### config.mk
export PLATFORM = sky130hd
export DESIGN_NAME = pe_sequencer_flat
export DESIGN_NICKNAME = d
export VERILOG_FILES = /design/src/rtl/pe_sequencer_pkg.sv /design/src/rtl/pe_sequencer_if.sv /design/src/rtl/pe_sequencer_accum.sv /design/src/rtl/pe_sequencer.sv /design/src/flat_wrapper.sv
export SDC_FILE = /design/constraint.sdc
export NUM_CORES = 1
export LEC_CHECK = 0
export ABC_AREA = 1
export BUFFER_PORTS_ARGS = -buffer_cell sky130_fd_sc_hd__buf_2
export CAP_MARGIN = 20
export CELL_PAD_IN_SITES_DETAIL_PLACEMENT = 1
export CELL_PAD_IN_SITES_GLOBAL_PLACEMENT = 1
export CORE_MARGIN = 2
export CORE_UTILIZATION = 39
export DETAILED_ROUTE_END_ITERATION = 10
export PLACE_DENSITY_LB_ADDON = 0.1
export SYNTH_ARGS = -nofsm -noshare
export SYNTH_HDL_FRONTEND = slang
export SYNTH_SLANG_ARGS = --single-unit
### constraint.sdc
create_clock -name Clk -period 2.7 [get_ports Clk]
set_input_delay 0 -clock Clk [delete_from_list [all_inputs] [get_ports Clk]]
set_output_delay 0 -clock Clk [all_outputs]
set_load 0.1 [all_outputs]
### src/rtl/pe_sequencer_pkg.sv
// Shared definitions for the pe frame sequencer: FSM state encoding,
// channel byte offsets inside a packed {r,g,b} word and the default
// timeout for a pe done state.
package pe_defs;

    typedef enum logic [3:0] {
        IDLE,
        S_RD,
        S_GO,
        S_WAIT,
        S_ACK,
        AVG,
        B_RD,
        B_GO,
        B_WAIT,
        B_WR,
        DONE
    } state_t;

    // Byte offsets of each channel in a 24-bit {r,g,b} word.
    localparam int R_LSB = 16;
    localparam int G_LSB = 8;
    localparam int B_LSB = 0;

    localparam int DEFAULT_WAIT_MAX = 255;

    function automatic logic [7:0] chan(input logic [23:0] rgb, input int lsb);
        return rgb[lsb +: 8];
    endfunction

endpackage

### src/rtl/pe_sequencer_if.sv
// Handshake bundle between the sequencer (master) and one background-removal pe (slave).
// Carries pixel/expected colour/threshold/replacement colour towards the pe,
// start pulses and acknowledge, and the pe done states plus its sum/pixel results.
interface pe_sequencer_if;
    logic [23:0] pe_rgb_in;
    logic [23:0] pe_exp;
    logic [7:0]  pe_threshold;
    logic [23:0] pe_desired_bg;
    logic        pe_Start_Sum;
    logic        pe_Start_BgRemoval;
    logic        pe_Ack;
    logic        pe_Qsd;
    logic        pe_Qbgd;
    logic [23:0] pe_sum;
    logic [23:0] pe_rgb_out;

    modport master (
        output pe_rgb_in, pe_exp, pe_threshold, pe_desired_bg,
        output pe_Start_Sum, pe_Start_BgRemoval, pe_Ack,
        input  pe_Qsd, pe_Qbgd, pe_sum, pe_rgb_out
    );

    modport slave (
        input  pe_rgb_in, pe_exp, pe_threshold, pe_desired_bg,
        input  pe_Start_Sum, pe_Start_BgRemoval, pe_Ack,
        output pe_Qsd, pe_Qbgd, pe_sum, pe_rgb_out
    );
endinterface

### src/rtl/pe_sequencer_accum.sv
// Three per-channel sum accumulators with synchronous clear/add and a floor-average output.
// Latency: add/clear take effect on the next edge; avg_out is combinational from the accumulators.
// Ports: clk/rst_n, clr, add, sum_in {r,g,b}, avg_out {r,g,b} = acc >> LOG2_NPIX.
module pe_rgb_accum
    import pe_defs::*;
#(
    parameter int LOG2_NPIX = 4
) (
    input  logic        clk,
    input  logic        rst_n,
    input  logic        clr,
    input  logic        add,
    input  logic [23:0] sum_in,
    output logic [23:0] avg_out
);
    // 8 + LOG2_NPIX bits holds NPIX bytes of 255 without overflow.
    localparam int AW = 8 + LOG2_NPIX;

    logic [AW-1:0] acc_r, acc_g, acc_b;

    always_ff @(posedge clk or negedge rst_n) begin
        if (!rst_n) begin
            acc_r <= '0;
            acc_g <= '0;
            acc_b <= '0;
        end else if (clr) begin
            acc_r <= '0;
            acc_g <= '0;
            acc_b <= '0;
        end else if (add) begin
            acc_r <= acc_r + AW'(chan(sum_in, R_LSB));
            acc_g <= acc_g + AW'(chan(sum_in, G_LSB));
            acc_b <= acc_b + AW'(chan(sum_in, B_LSB));
        end
    end

    assign avg_out = {8'(acc_r >> LOG2_NPIX), 8'(acc_g >> LOG2_NPIX), 8'(acc_b >> LOG2_NPIX)};

endmodule

### src/rtl/pe_sequencer.sv
// Drives one background-removal pe over a frame: pass 1 sums pixels into per-channel
// averages, pass 2 re-streams pixels against those averages and writes pe results out.
// Latency >= 4 cycles/pixel/pass (RD, GO, WAIT >= 1, ACK/WR); waits on pe done with a WAIT_MAX timeout.
// Ports: Clk/Reset_n, Go/Busy/Done/Err, pixel read port, output write port, avg_rgb, pe master bundle.
module pe_sequencer
    import pe_defs::*;
#(
    parameter int LOG2_NPIX = 4,
    parameter int WAIT_MAX  = DEFAULT_WAIT_MAX
) (
    input  logic                 Clk,
    input  logic                 Reset_n,
    input  logic                 Go,
    input  logic [7:0]           threshold,
    input  logic [23:0]          desired_bg,
    output logic [LOG2_NPIX-1:0] pix_addr,
    input  logic [23:0]          pix_rdata,
    output logic                 out_we,
    output logic [LOG2_NPIX-1:0] out_addr,
    output logic [23:0]          out_wdata,
    output logic [23:0]          avg_rgb,
    output logic                 Busy,
    output logic                 Done,
    output logic                 Err,
    pe_sequencer_if.master       pe
);
    localparam int WCW = $clog2(WAIT_MAX + 1);
    localparam logic [WCW-1:0]       WAIT_LAST = WCW'(WAIT_MAX - 1);
    localparam logic [LOG2_NPIX-1:0] IDX_LAST  = '1;

    state_t               state;
    logic [LOG2_NPIX-1:0] idx;
    logic [WCW-1:0]       wait_cnt;
    logic [23:0]          rgb_in_q;
    logic [23:0]          avg_q;
    logic                 start_sum_q, start_bg_q, ack_q;
    logic [23:0]          acc_avg;
    logic                 acc_clr, acc_add;

    // Accumulators clear on the same Go edge that launches a frame.
    assign acc_clr = ((state == IDLE) || (state == DONE)) && Go;
    assign acc_add = (state == S_WAIT) && pe.pe_Qsd;

    pe_rgb_accum #(.LOG2_NPIX(LOG2_NPIX)) u_accum (
        .clk    (Clk),
        .rst_n  (Reset_n),
        .clr    (acc_clr),
        .add    (acc_add),
        .sum_in (pe.pe_sum),
        .avg_out(acc_avg)
    );

    always_ff @(posedge Clk or negedge Reset_n) begin
        if (!Reset_n) begin
            state       <= IDLE;
            idx         <= '0;
            wait_cnt    <= '0;
            pix_addr    <= '0;
            rgb_in_q    <= '0;
            avg_q       <= '0;
            start_sum_q <= 1'b0;
            start_bg_q  <= 1'b0;
            ack_q       <= 1'b0;
            out_we      <= 1'b0;
            out_addr    <= '0;
            out_wdata   <= '0;
            Busy        <= 1'b0;
            Done        <= 1'b0;
            Err         <= 1'b0;
        end else begin
            // Strobes are single-cycle unless re-armed below.
            start_sum_q <= 1'b0;
            start_bg_q  <= 1'b0;
            ack_q       <= 1'b0;
            out_we      <= 1'b0;
            case (state)
                IDLE, DONE: begin
                    if (Go) begin
                        idx      <= '0;
                        pix_addr <= '0;
                        Err      <= 1'b0;
                        Done     <= 1'b0;
                        Busy     <= 1'b1;
                        state    <= S_RD;
                    end
                end
                // pix_addr is already presented on entry; read data lands during *_GO.
                S_RD: state <= S_GO;
                S_GO: begin
                    rgb_in_q    <= pix_rdata;
                    start_sum_q <= 1'b1;
                    wait_cnt    <= '0;
                    state       <= S_WAIT;
                end
                S_WAIT: begin
                    if (pe.pe_Qsd) begin
                        ack_q <= 1'b1;
                        state <= S_ACK;
                    end else if (wait_cnt == WAIT_LAST) begin
                        Err   <= 1'b1;
                        Done  <= 1'b1;
                        Busy  <= 1'b0;
                        state <= DONE;
                    end else begin
                        wait_cnt <= wait_cnt + 1'b1;
                    end
                end
                S_ACK: begin
                    if (idx == IDX_LAST) begin
                        state <= AVG;
                    end else begin
                        idx      <= idx + 1'b1;
                        pix_addr <= idx + 1'b1;
                        state    <= S_RD;
                    end
                end
                AVG: begin
                    avg_q    <= acc_avg;
                    idx      <= '0;
                    pix_addr <= '0;
                    state    <= B_RD;
                end
                B_RD: state <= B_GO;
                B_GO: begin
                    rgb_in_q   <= pix_rdata;
                    start_bg_q <= 1'b1;
                    wait_cnt   <= '0;
                    state      <= B_WAIT;
                end
                B_WAIT: begin
                    if (pe.pe_Qbgd) begin
                        out_we    <= 1'b1;
                        out_addr  <= idx;
                        out_wdata <= pe.pe_rgb_out;
                        ack_q     <= 1'b1;
                        state     <= B_WR;
                    end else if (wait_cnt == WAIT_LAST) begin
                        Err   <= 1'b1;
                        Done  <= 1'b1;
                        Busy  <= 1'b0;
                        state <= DONE;
                    end else begin
                        wait_cnt <= wait_cnt + 1'b1;
                    end
                end
                B_WR: begin
                    if (idx == IDX_LAST) begin
                        Done  <= 1'b1;
                        Busy  <= 1'b0;
                        state <= DONE;
                    end else begin
                        idx      <= idx + 1'b1;
                        pix_addr <= idx + 1'b1;
                        state    <= B_RD;
                    end
                end
                default: state <= IDLE;
            endcase
        end
    end

    assign avg_rgb                = avg_q;
    assign pe.pe_exp              = avg_q;
    assign pe.pe_rgb_in           = rgb_in_q;
    assign pe.pe_Start_Sum        = start_sum_q;
    assign pe.pe_Start_BgRemoval  = start_bg_q;
    assign pe.pe_Ack              = ack_q;
    assign pe.pe_threshold        = threshold;
    assign pe.pe_desired_bg       = desired_bg;

endmodule

### src/flat_wrapper.sv
// flat-port wrapper written by rule: the top's interface ports become plain ports
module pe_sequencer_flat import pe_defs::*;
#(
    parameter int LOG2_NPIX = 4,
    parameter int WAIT_MAX  = DEFAULT_WAIT_MAX
)
  (Clk, Reset_n, Go, threshold, desired_bg, pix_addr, pix_rdata, out_we, out_addr, out_wdata, avg_rgb, Busy, Done, Err, pe_pe_rgb_in, pe_pe_exp, pe_pe_threshold, pe_pe_desired_bg, pe_pe_Start_Sum, pe_pe_Start_BgRemoval, pe_pe_Ack, pe_pe_Qsd, pe_pe_Qbgd, pe_pe_sum, pe_pe_rgb_out);
  pe_sequencer_if pe_i ();
  input  logic Clk;
  input  logic Reset_n;
  input  logic Go;
  input  logic [7:0] threshold;
  input  logic [23:0] desired_bg;
  output logic [LOG2_NPIX-1:0] pix_addr;
  input  logic [23:0] pix_rdata;
  output logic out_we;
  output logic [LOG2_NPIX-1:0] out_addr;
  output logic [23:0] out_wdata;
  output logic [23:0] avg_rgb;
  output logic Busy;
  output logic Done;
  output logic Err;
  output wire logic [$bits(pe_i.pe_rgb_in)-1:0] pe_pe_rgb_in;
  output wire logic [$bits(pe_i.pe_exp)-1:0] pe_pe_exp;
  output wire logic [$bits(pe_i.pe_threshold)-1:0] pe_pe_threshold;
  output wire logic [$bits(pe_i.pe_desired_bg)-1:0] pe_pe_desired_bg;
  output wire logic [$bits(pe_i.pe_Start_Sum)-1:0] pe_pe_Start_Sum;
  output wire logic [$bits(pe_i.pe_Start_BgRemoval)-1:0] pe_pe_Start_BgRemoval;
  output wire logic [$bits(pe_i.pe_Ack)-1:0] pe_pe_Ack;
  input wire logic [$bits(pe_i.pe_Qsd)-1:0] pe_pe_Qsd;
  input wire logic [$bits(pe_i.pe_Qbgd)-1:0] pe_pe_Qbgd;
  input wire logic [$bits(pe_i.pe_sum)-1:0] pe_pe_sum;
  input wire logic [$bits(pe_i.pe_rgb_out)-1:0] pe_pe_rgb_out;
  assign pe_pe_rgb_in = pe_i.pe_rgb_in;
  assign pe_pe_exp = pe_i.pe_exp;
  assign pe_pe_threshold = pe_i.pe_threshold;
  assign pe_pe_desired_bg = pe_i.pe_desired_bg;
  assign pe_pe_Start_Sum = pe_i.pe_Start_Sum;
  assign pe_pe_Start_BgRemoval = pe_i.pe_Start_BgRemoval;
  assign pe_pe_Ack = pe_i.pe_Ack;
  assign pe_i.pe_Qsd = pe_pe_Qsd;
  assign pe_i.pe_Qbgd = pe_pe_Qbgd;
  assign pe_i.pe_sum = pe_pe_sum;
  assign pe_i.pe_rgb_out = pe_pe_rgb_out;
  pe_sequencer #(.LOG2_NPIX(LOG2_NPIX), .WAIT_MAX(WAIT_MAX)) u_core (.Clk(Clk), .Reset_n(Reset_n), .Go(Go), .threshold(threshold), .desired_bg(desired_bg), .pix_addr(pix_addr), .pix_rdata(pix_rdata), .out_we(out_we), .out_addr(out_addr), .out_wdata(out_wdata), .avg_rgb(avg_rgb), .Busy(Busy), .Done(Done), .Err(Err), .pe(pe_i));
endmodule
## Word level (Yosys, flattened, before mapping)

Index checks and enable logic that the tools add are counted.

| storage, ports and cells | value |
|---|---|
| register bits | 135 |
| input bits | 109 |
| output and inout port bits | 143 |
| logic and storage cells | 98 |

| operators by class | value |
|---|---|
| $add $sub $neg | 5 |
| equal/unequal tests | 17 |
| muxes and demuxes | 42 |
| reductions and logical operators | 17 |

Operators with widths:

| operator | count |
|---|---|
| $mux 12 | 6 |
| $pmux 4 s10 | 1 |
| $add 12x8->12 | 3 |
| $mux 4 | 7 |
| $mux 8 | 3 |
| $pmux 8 s3 | 1 |
| $mux 1 | 18 |
| $eq 4x3->1 const B | 4 |
| $eq 4x4->1 const B | 4 |
| $pmux 4 s3 | 1 |
| $reduce_bool 3->1 | 3 |
| $add 8x1->8 const B | 1 |
| $eq 4x2->1 const B | 2 |
| $eq 8x8->1 const B | 1 |
| $ne 2x2->1 const B | 4 |
| $pmux 1 s4 | 2 |
| $reduce_and 3->1 | 2 |
| $reduce_or 2->1 | 3 |
| $reduce_and 5->1 | 1 |
| $add 4x1->4 const B | 1 |
| $eq 4x1->1 const B | 1 |
| $logic_not 4->1 | 1 |
| $reduce_and 4->1 | 1 |
| $reduce_bool 4->1 | 1 |
| other kinds (8) | 9 |

## Depth between registers and ports, before layout

| depth | value |
|---|---|
| word-level depth | 4 |
| gate-level depth with buffers | 12 |
| mapped depth without buffers | 12 |

## By module

From an unflattened synthesis, not the netlist that was laid out.

| second synthesis, totals | value |
|---|---|
| cell total of the unflattened synthesis | 886 |
| area total of the unflattened synthesis | 7508.5 um^2 |

Modules (own cells, without submodules):

| module | times used | cells an instance | area each (um^2) | seq. area each (um^2) |
|---|---|---|---|---|
| pe_sequencer | 1 | 512 | 4660.7 | 2477.4 |
| pe_rgb_accum | 1 | 374 | 2847.7 | 900.9 |

## Worst setup path after synthesis

No wires, ideal clock.

| path | value |
|---|---|
| path kind | flip-flop to flip-flop |
| from | register u_core.idx[0] |
| to | register u_core.idx[0] |
| library setup time | 0.101 ns |
| data arrival time | 1.901 ns |
| required time | 2.599 ns |
| slack | 0.698 ns |
| stages on the path, launching flop included | 8 |
| buffers on the path | 0 |
| period minus slack after synthesis | 2.002 ns |
| cell sequence | dfrtp_1 -> ha_1 -> nand3_1 -> o21ai_1 -> inv_1 -> nand2_2 -> nand2_1 -> o31ai_1 |

| between the ends | value |
|---|---|
| word-level cells in the longest chain between the ends | 3 |
| elaborated cells on any way between the ends | 6 |
| classes of those cells | 1 x add/sub; 2 x eq/ne; 2 x mux; 1 x reduce/logical |

RTL lines:

| element | line | source |
|---|---|---|
| from (decl) | pe_sequencer.sv:32 | `logic [LOG2_NPIX-1:0] idx;` |
| from (signal assigned) | pe_sequencer.sv:112 | `idx <= idx + 1'b1;` |
| from (signal assigned) | pe_sequencer.sv:152 | `idx <= idx + 1'b1;` |
| $add 4x1->4 / $eq 4x4->1 (equally long branches) | n/a |  |
| $mux 4 / $ne 2x2->1 (equally long branches) | n/a |  |
| $pmux 4 s3 / $reduce_and 3->1 (equally long branches) | n/a |  |

Several ways; a longest one is shown, not always the timed one. The select of a mux whose other input is x is not followed.
A chain may end at the register's enable or synchronous reset.

## Worst setup path after layout

| path | value |
|---|---|
| from | register u_core.state[1] |
| to | register u_core.u_accum.acc_g[1] |

| between the ends | value |
|---|---|
| word-level cells in the longest chain between the ends | 4 |
| elaborated cells on any way between the ends | 8 |
| classes of those cells | 2 x eq/ne; 1 x mux; 5 x reduce/logical |

RTL lines:

| element | line | source |
|---|---|---|
| from (decl) | pe_sequencer.sv:31 | `state_t state;` |
| from (signal assigned) | pe_sequencer.sv:55 | `state <= IDLE;` |
| from (signal assigned) | pe_sequencer.sv:84 | `state <= S_RD;` |
| from (signal assigned) | pe_sequencer.sv:88 | `S_RD: state <= S_GO;` |
| $eq 4x4->1 / $logic_not 4->1 (equally long branches) | pe_sequencer.sv:41 | `assign acc_clr = ((state == IDLE) \|\| (state == DONE)) && Go;` |
| $logic_or 1x1->1 | pe_sequencer.sv:41 |  |
| $logic_and 1x1->1 | pe_sequencer.sv:41 |  |
| $mux 12 / $reduce_bool 2->1 (equally long branches) | n/a |  |
| to (signal assigned) | pe_sequencer_accum.sv:32 | `acc_g <= acc_g + AW'(chan(sum_in, G_LSB));` |
| to (decl) | pe_sequencer_accum.sv:19 | `logic [AW-1:0] acc_r, acc_g, acc_b;` |

Several ways; a longest one is shown, not always the timed one.

==> flow_metrics.env <==
export IMPL_synth_compound_area_share_pct=8.59
export IMPL_core_um2=18000
export IMPL_synth_simple_area_share_pct=24.4
export IMPL_holdWs_ns=0.0000328
export IMPL_wl_per_cell_um=15.4
export IMPL_rsz0062_at_grt="no"
export IMPL_ff2ff_setup_slack_ns=0.61
export IMPL_postSynth_asyncResetShare_pct=100
export IMPL_start_util_pct=39.7
export IMPL_grt_ovfl_total=0
export IMPL_reg2reg_depth=7
export IMPL_die_w_um=139
export IMPL_synth_top_area_share_pct=47.3
export IMPL_route_vias_total=6306
export IMPL_drc=0
export IMPL_synth_xor_xnor_area_share_pct=1.59
export IMPL_synthCells=869
export IMPL_first_pass_iters=4
export IMPL_cts_tree="done"
export IMPL_ys_seq_elements=135
export IMPL_ys_types=38
export IMPL_worstPathRequired_ns=3.01
export IMPL_hold_violations=0
export IMPL_min_from="desired_bg[6]"
export IMPL_worst_slew_pin_slew_ns=0.651
export IMPL_synth_top_family_by_area="simple AND/OR/NAND/NOR gates"
export IMPL_die_area_um2=19400
export IMPL_syn_area_per_cell_um2=8.22
export IMPL_portBuffers=187
export IMPL_fmax_mhz=478
export IMPL_final_period_utilization_pct=77.5
export IMPL_end_kind="register"
export IMPL_layout_drive_gt1_share_pct=23.7
export IMPL_nFillCells=2203
export IMPL_synth_edf_count=0
export IMPL_cp_start_kind="register"
export IMPL_synthFlopType="dfrtp_1"
export IMPL_final_max_slew_viol_count=0
export IMPL_synthTopCellsByArea="dfrtp_1 (47%), nand2_1 (17%), buf_4 (6.2%)"
export IMPL_critical_path_arrival_ns=2.40
export IMPL_drt_iter0_drc=243
export IMPL_antenna_found_initial=0
export IMPL_final_common_cell="nand2_1"
export IMPL_cap_violations=0
export IMPL_root_buffer="clkbuf_16"
export IMPL_crit_type="register to register"
export IMPL_gp_congestion=0.785
export IMPL_ys_warn_count=0
export IMPL_clk_pin_slew_ns=0.06
export IMPL_io_pins=252
export IMPL_cts_setup_buffers=0
export IMPL_htree_num_levels=4
export IMPL_grt_pass1_wl_um=33300
export IMPL_period_minus_slack_ns=2.09
export IMPL_worstReg2RegEnd="u_core.u_accum.acc_g[1]$_DFFE_PN0P_"
export IMPL_layout_nets=1197
export IMPL_synth_fa_ha_area_share_pct=5.57
export IMPL_syn_nets=1008
export IMPL_diodes=0
export IMPL_routed_wl_um=20000
export IMPL_ys_seq_area_share_pct=47.3
export IMPL_hold_path_class="input pin to output pin"
export IMPL_r2r_start="u_core.state[1]$_DFFE_PN0P_"
export IMPL_most_common_layout_cells="nand2_1 (314), buf_2 (186), dfrtp_1 (135), inv_1 (59), dlygate4sd3_1 (53)"
export IMPL_hpwl_um=13600
export IMPL_syn_area_um2=7140
export IMPL_holdPathEnd="pe_pe_desired_bg[6]"
export IMPL_grt_pass1_vias=6651
export IMPL_holdPathStages=0
export IMPL_rows=49
export IMPL_area_growth_pct=27.3
export IMPL_setup_tns_ns=0
export IMPL_run_status="complete, no violations"
export IMPL_synth_mux_area_fraction_pct=1.42
export IMPL_cts_buffers=17
export IMPL_max_slew_margin_pct=56.6
export IMPL_clkSinkCount=135
export IMPL_ant_nets=0
export IMPL_clk_path_buf_depth=2
export IMPL_crit_fanout=24
export IMPL_die_h_um=139
export IMPL_grt_max_degree=68
export IMPL_clock_latency_ns=0.42
export IMPL_grt_usage_pct=21.2
export IMPL_setup_viol=0
export IMPL_yosysTopAreaCell="dfrtp_1"
export IMPL_skew_ns=0.00960
export IMPL_vias_per_cell=4.85
==> critical path: stages (launching register included) <==
cell,delay (ns)
dfrtp_1,0.43
nor2_1,0.27
nand2_1,0.13
nand2_2,0.11
nand2_2,0.21
nand2_4,0.35
inv_2,0.22
a22o_1,0.23
==> Yosys cell counts, types with 8 or more instances <==
| cell type | instances |
|---|---|
| nand3_1 | 44 |
| o21ai_1 | 18 |
| nand2_1 | 314 |
| dfrtp_1 | 135 |
| ha_1 | 27 |
| o22ai_1 | 8 |
| o21ai_0 | 34 |
| nor2_1 | 47 |
| buf_2 | 10 |
| nand4_1 | 9 |
| mux2_2 | 9 |
| buf_4 | 59 |
| xnor2_1 | 8 |
| inv_1 | 59 |
| inv_2 | 8 |
| a21oi_1 | 26 |
==> cells by family after synthesis <==
| logic type | count (synthesis) |
|---|---|
| AOI/OAI and AO/OA | 107 |
| buffers and inverters | 144 |
| muxes | 9 |
| adders and majority gates | 30 |
| DFF | 135 |
| xor gates and xnor gates | 13 |
| and+or+nand+nor | 431 |
==> what timing repair did <==
action / CTS / global route
hold buffers: 53 / 0
resized for setup: 0 / 0
endpoints found under the hold margin: 117 / 0
==> registers in the layout (all words and copies together) (netlist names), 4 cells and up <==
signal and cells:
u_core.u_accum.acc_g 12, u_core.wait_cnt 8, u_core.u_accum.acc_b 12, u_core.u_accum.acc_r 12
u_core.state 4, u_core.out_wdata 24, u_core.avg_rgb 24, u_core.pe.pe_rgb_in 24
u_core.out_addr 4, u_core.idx 4
==> how the worst max path moves through the flow <==
| stage | start | to | slack, ns | cells after the start |
|---|---|---|---|---|
| after floorplan | u_core.idx[0]$_DFFE_PN0P_ | u_core.idx[0]$_DFFE_PN0P_ | 0.70 | 7 |
| after global placement | u_core.state[0]$_DFFE_PN0P_ | u_core.u_accum.acc_g[1]$_DFFE_PN0P_ | 0.64 | 7 |
| after detailed placement | u_core.state[0]$_DFFE_PN0P_ | u_core.u_accum.acc_g[1]$_DFFE_PN0P_ | 0.59 | 7 |
| after CTS | u_core.state[1]$_DFFE_PN0P_ | u_core.u_accum.acc_g[1]$_DFFE_PN0P_ | 0.57 | 7 |
| after global routing | u_core.state[0]$_DFFE_PN0P_ | u_core.u_accum.acc_g[1]$_DFFE_PN0P_ | 0.40 | 7 |
| final | u_core.state[1]$_DFFE_PN0P_ | u_core.u_accum.acc_g[1]$_DFFE_PN0P_ | 0.61 | 7 |
==> per-stage QoR <==
stage,instances,setup slack (ns),instance area [µm²],utilization (%)
3_5_place_dp,1215,0.593,7900,44.0
3_3_place_gp,1215,0.638,7900,44.0
4_1_cts,1300,0.570,9080,50.6
2_1_floorplan,869,0.698,7140,-
6_report,1300,0.608,9080,50.6
5_1_grt,1300,0.400,9080,50.6
==> final cells by class <==
type / instances / area, µm² / share of cell area (%)
sequential: 135 / 3380 / 37.2
multi-input combinational: 590 / 2970 / 32.7
timing repair buffer: 247 / 1540 / 16.9
clock buffer: 18 / 439 / 4.83
tap: 229 / 287 / 3.15
inverter: 67 / 251 / 2.77
clock inverter: 14 / 220 / 2.42
==> per-layer routing <==
| layer | vias to the layer above | GRT usage (%) | share of wire (%) | wire (µm) |
|---|---|---|---|---|
| met5 | - | 0 | 0 | 0 |
| met4 | 0 | 6.01 | 1.1 | 228 |
| met3 | 20 | 5.26 | 5.1 | 1010 |
| met2 | 167 | 35.1 | 47 | 9420 |
| met1 | 3003 | 27.6 | 47 | 9380 |
| li1 | 3116 | - | - | - |
Power is left out: the tool's default activity adds up to more than one toggle a clock period on the data nets, which glitch-free logic cannot reach.
